===== config.mk =====
export PLATFORM = sky130hd
export DESIGN_NAME = phase_seq
export DESIGN_NICKNAME = d
export VERILOG_FILES = /design/src/rtl/phase_seq.sv
export SDC_FILE = /design/constraint.sdc
export NUM_CORES = 1
export LEC_CHECK = 0
export CAP_MARGIN = 30
export CORE_MARGIN = 5
export CORE_UTILIZATION = 43
export CTS_BUF_LIST = sky130_fd_sc_hd__clkbuf_8
export DETAILED_ROUTE_END_ITERATION = 6
export HOLD_SLACK_MARGIN = 0.1
export PLACE_DENSITY = 0.79
export RECOVER_POWER = 25
export SYNTH_ARGS = -nofsm -noshare
export SYNTH_HDL_FRONTEND = slang
export SYNTH_SLANG_ARGS = --single-unit

===== constraint.sdc =====
create_clock -name clk -period 2 [get_ports clk]
set_input_delay 0.4 -clock clk [delete_from_list [all_inputs] [get_ports clk]]
set_output_delay 0.4 -clock clk [all_outputs]
set_load 0.01 [all_outputs]

===== src/rtl/phase_seq.sv =====
// Multi-cycle phase sequencer: walks a one-hot phase vector from fetch down to
// write, skipping masked phases, with stall, halt/resume and a retirement count.
module phase_seq #(
   parameter int NPHASE = 5,
   parameter int CNT_W  = 32
) (
   input  logic              clk,
   input  logic              rst,
   input  logic              stall,
   input  logic [NPHASE-1:0] skip_mask,
   input  logic              halt,
   input  logic              resume,
   output logic [NPHASE-1:0] phase,
   output logic              halted,
   output logic              inst_done,
   output logic [CNT_W-1:0]  retired
);

   localparam logic ST_RUN    = 1'b0;
   localparam logic ST_HALTED = 1'b1;

   localparam logic [NPHASE-1:0] FETCH   = {1'b1, {(NPHASE-1){1'b0}}};
   localparam logic [NPHASE-1:0] ONE_HOT0 = {{(NPHASE-1){1'b0}}, 1'b1};

   logic              state;
   logic [NPHASE-1:0] below;
   logic [NPHASE-1:0] cand;
   logic [NPHASE-1:0] nxt_phase;
   logic              wrap;

   // For a one-hot phase, phase-1 sets every bit strictly below the current
   // one; fetch is never a candidate, so its skip bit is ignored for free.
   // NOTE: every always_comb output gets a default first so no latch is inferred.
   always_comb begin
      below     = phase - ONE_HOT0;
      cand      = below & ~skip_mask;
      nxt_phase = '0;
      for (int j = 0; j < NPHASE; j++) begin
         if (cand[j]) begin
            nxt_phase    = '0;
            nxt_phase[j] = 1'b1;
         end
      end
      wrap = (cand == '0);
   end

   // NOTE: sequential state uses non-blocking assignments so all registers
   // update together from pre-edge values.
   always_ff @(posedge clk) begin
      if (rst) begin
         state     <= ST_RUN;
         phase     <= FETCH;
         inst_done <= 1'b0;
         retired   <= '0;
      end else begin
         inst_done <= 1'b0;
         if (state == ST_RUN) begin
            if (!stall) begin
               if (wrap) begin
                  inst_done <= 1'b1;
                  retired   <= retired + CNT_W'(1);
                  if (halt) begin
                     state <= ST_HALTED;
                     phase <= '0;
                  end else begin
                     phase <= FETCH;
                  end
               end else begin
                  phase <= nxt_phase;
               end
            end
         end else if (resume) begin
            state <= ST_RUN;
            phase <= FETCH;
         end
      end
   end

   assign halted = (state == ST_HALTED);

endmodule


# Yosys cells after proc, flatten, opt, wreduce, memory -nomap -nowiden
# Index checks and enable logic that the tools add are counted.
[op_classes] eq_ne=2 muxes=16 reduce_logical=4 addsub=2 n_bitwise=4
[op_table] cell="$mux W5" count=8
[op_table] cell="$add A32 B1 Y32 const B" count=1
[op_table] cell="$mux W1" count=7
[op_table] cell="$and A5 B5 Y5" count=1
[op_table] cell="$logic_not A5 Y1" count=1
[op_table] cell="$not A5 Y5" count=1
[op_table] cell="$sub A5 B1 Y5 const B" count=1
[op_table] cell="$reduce_and A3 Y1" count=1
[op_table] cell="$reduce_or A3 Y1" count=1
[op_table] cell="$mux W2" count=1
[op_table] cell="$ne A2 B1 Y1 const B" count=1
[op_table] cell="$ne A2 B2 Y1 const B" count=1
[op_table] cell="$not A1 Y1" count=2
[op_table] cell="$reduce_and A2 Y1" count=1
[word_totals] out_inout_bits=39 input_bits=10 elab_cells=32 ff_bits=39

# Logic depth before layout (Yosys ltp)
[logic_depth] depth_word=10 depth_mapped=9 mapped_depth_nobuf=7

# Worst setup path after synthesis
# OpenSTA, ideal clock, no wires.
[synth_timing] kind="register -> register" start="register phase[0]" end="register retired[18]" path_stages_with_launch=9 setup_ns=0.070 period_less_slack_ns=2.175 slack_ns=-0.175 t_arrival_ns=2.105 n_path_buf=1 t_required_ns=1.930 cell_sequence="dfxtp_1 > inv_1 > ha_1 > nor3b_1 > mux2i_1 > nand4_2 > clkbuf_2 > or4_1 > a21oi_1"
[synth_via] elab_chain_len=4
[synth_lines] element="start: declaration" line="13" text="output logic [NPHASE-1:0] phase,"
[synth_lines] element="start signal: assignment" line="69" text="phase <= nxt_phase;"
[synth_lines] element="$sub A5 B1 Y5" line="35" text="below = phase - ONE_HOT0;"
[synth_lines] element="$and A5 B5 Y5" line="36" text="cand = below & ~skip_mask;"
[synth_lines] element="$logic_not A5 Y1" line="44" text="wrap = (cand == '0);"
[synth_lines] element="$reduce_and A3 Y1 (no source line)"
[synth_lines] element="end signal: assignment" line="61" text="retired <= retired + CNT_W'(1);"
[synth_lines] element="end: declaration" line="16" text="output logic [CNT_W-1:0] retired"
# Every way passes these cells.
# A chain may end at the register's enable or synchronous reset.

# Worst setup path after layout
[layout_timing] start="register phase[0]" end="register retired[9]"
# The elaborated chain is that of the path after synthesis.

==> impl_metrics.tcl <==
set metrics [dict create \
    clock_sinks 39 \
    cap_violations 0 \
    synth_cells 238 \
    grt_pass1_vias 2028 \
    cp-start-kind "register" \
    ir_drop_mv 0.575 \
    routedWlPerCell_um 14.8 \
    async_reset_ff_share_pct 0 \
    max_freq_mhz 443 \
    core_mm2 0.00466 \
    stdcell_count 368 \
    grt_util_met2_pct 31.7 \
    gr-total-overflow 0 \
    die-height_um 78.7 \
    die_area_mm2 0.00619 \
    yosysWarnings 0 \
    crit_slowest_cell "or4_1" \
    required_ps 2220 \
    dp_hpwl_mm 3.65 \
    pwr-share-seq_pct 44.1 \
    port_buffers 48 \
    antennaDiodeCount 0 \
    violations "negative setup slack" \
    design_power_total_mw 1.80 \
    post_drt_via_cell_ratio 5.86 \
    synth_edf_count 0 \
    worstPathMaxFanout 6 \
    grt.busiest_layer "met2" \
    seq_area_frac_synth_pct 38.5 \
    track_usage_pct 17.6 \
    placementRows 25 \
    cts-hold-fix-buffers 0 \
    power_frac_clock_pct 44.6 \
    synth_fp_nets 250 \
    clockBufferDepth 2 \
    fin_ws_ps -260 \
    use_met1_pct 20.4 \
    ctsHtreeMaxLevel 2 \
    fin_skew_ps 5.60 \
    endpoint_kind "register" \
    drive_gt1_share_pct 21.7 \
    clk_pin_slew_ps 80 \
    vias 2158 \
    ys_types 39 \
    fp.dieW_um 78.7 \
    area_growth_pct 50.4 \
    cts_tree "yes" \
    power_density_mw_per_mm2 589 \
    antenna_left 0 \
    yosysTopAreaCellShare_pct 38.5 \
    critical_path_class "register to register" \
    status "finished with violations" \
    synth.cell_area_mm2 0.00203 \
    power.internal_mw 1.39 \
    hold_class "register to register" \
    leakagePower_nw 0.990 \
    yosysTopAreaCell "dfxtp_1" \
    grt_util_met3_pct 4.93 \
    slowest_delay_ps 400 \
    synth_seq_cells 39 \
    drt_iter0_markers 150 \
    switching_share_pct 22.8 \
    clock-root-buffer "clkbuf_8" \
    cts_buffers 5 \
    period_share_pct 113 \
    drv_slew 0 \
    r2r_slack_ps -260 \
    cp.arrival_ps 2480 \
    io_pins 49 \
    layout.nets 325 \
    path_cells "inv_2 > ha_4 > nor3b_4 > mux2i_4 > nand4_4 > buf_4 > buf_6 > or4_1 > a21oi_1" \
    postSynthAreaPerCell_um2 8.52 \
    dr.pass1.iters 4 \
    finalSetupViolCount 30 \
    slew_headroom_pct 68.0 \
    rsz0062_at_grt "yes" \
    placedCellCount 354 \
    worstMarginPinSlew_ps 480 \
    hold_violations 0 \
    synth_ff_type "dfxtp_1" \
    grt_max_degree 40 \
    start_util_pct 43.5 \
    yosys-top-cells-area "dfxtp_1, o31ai_1, or4_1" \
    routed_wl_mm 5.44 \
    p_switching_mw 0.409 \
    drc 0 \
    grt_antenna_before_repair 0 \
    grt_pass1_wl_mm 8.89 \
    period_minus_slack_ps 2260 \
    combPwrFrac_pct 11.3 \
    clock_latency_ps 300 \
    place.gp.congestion 0.749 \
]
==> critical path: cells and delay by family (launching register included) <==
kind / cells / cell delay (ps)
and+or+nand+nor: 3 / 800
DFF: 1 / 370
buffers and inverters: 3 / 370
muxes: 1 / 330
AOI/OAI and AO/OA: 1 / 180
adders and majority gates: 1 / 130
==> power by group through the flow <==
stage | combinational (mW) | clock, mW | sequential (mW)
floorplan | 0.0877 | 0 | 0.814
global placement | 0.158 | 0 | 0.809
detailed placement | 0.163 | 0 | 0.809
CTS | 0.167 | 0.805 | 0.791
global route | 0.219 | 0.856 | 0.794
finish | 0.203 | 0.801 | 0.792
==> cell families after synthesis <==
family,after synthesis,share of synthesized area [%]
compound gates,74,22.7
xor+xnor,2,0.864
fa+ha+maj,2,1.23
buf+inv,21,4.63
flops,39,38.5
mux,4,2.22
simple gates,96,29.9
==> cells in the mapped netlist, types with 2 or more instances <==
library cell / count
clkbuf_2: 3
nand4_1: 4
nor2b_1: 5
o2111ai_1: 2
and4_1: 4
nand2_1: 16
inv_1: 7
or4_1: 26
nor2_1: 12
nand3_1: 12
or3_1: 5
a21oi_1: 35
buf_2: 3
clkbuf_1: 7
dfxtp_1: 39
ha_1: 2
o21ai_0: 5
o31ai_1: 27
mux2i_1: 2
xnor2_1: 2
nor3_1: 2
==> metal layers <==
layer	wire length (um)	vias up
li1	-	1072
met1	2300	1040
met2	2840	41
met3	249	5
met4	44	0
met5	0	-
==> cell usage in the layout, fill, tap and decap left out, types with 2 or more instances in the layout <==
cell	Yosys	final
a21oi_1	35	34
and4_1	4	4
buf_4	0	28
buf_6	1	5
bufinv_16	0	2
clkbuf_8	0	5
clkdlybuf4s50_1	0	44
dfxtp_1	39	37
dlygate4sd3_1	0	4
inv_1	7	5
inv_2	0	2
nand2_1	16	16
nand3_1	12	12
nand4_1	4	4
nand4_4	1	2
nor2_1	12	12
nor2b_1	5	5
nor3_1	2	2
o2111ai_1	2	2
o21ai_0	5	5
o31ai_1	27	25
or3_1	5	5
or4_1	26	19
or4_4	0	7
==> final cells by class <==
class | instances | area (um2)
fillers | 376 | 1610
multi-input cells | 178 | 1260
well taps | 54 | 67.6
clock buffers | 5 | 68.8
repair buffers | 82 | 767
inverters | 7 | 26.3
flip-flops and latches | 39 | 786
clock inverters | 3 | 67.6
==> through the flow <==
stage                     util [%]  hold slack [ps]  cell area [um2]  setup slack (ps)  TNS (ps)
after global placement        59.0              475             2750              -254     -6110
after global routing          65.4              529             3050              -345     -8180
final                         65.4              501             3050              -260     -4410
after detailed placement      59.0              488             2750              -321     -8090
after CTS                     62.0              502             2890              -182     -3820
after floorplan                  -              481             2080             -25.3     -85.8
==> flip-flops by register name (all words and copies together), names as in the netlist <==
register	flops
halted	1
inst_done	1
phase	5
retired	32
==> repair_timing <==
item	4_1_cts	5_1_grt
gates cloned	0	1
buffers inserted	0	5
setup endpoints to repair	30	30
gates resized for setup	1	24
pin swaps	0	9
==> final timing paths <==
path                                                end             startpoint  depth (start not counted)
worst max-delay path            retired[9]$_SDFFE_PP0P_  phase[0]$_SDFFE_PP0P_                          9
worst min-delay path              phase[0]$_SDFFE_PP0P_  phase[0]$_SDFFE_PP0P_                          2
worst max register to register  retired[9]$_SDFFE_PP0P_  phase[0]$_SDFFE_PP0P_                          9
worst min register to register    phase[0]$_SDFFE_PP0P_  phase[0]$_SDFFE_PP0P_                          2
(Power assumes the default switching activity.)
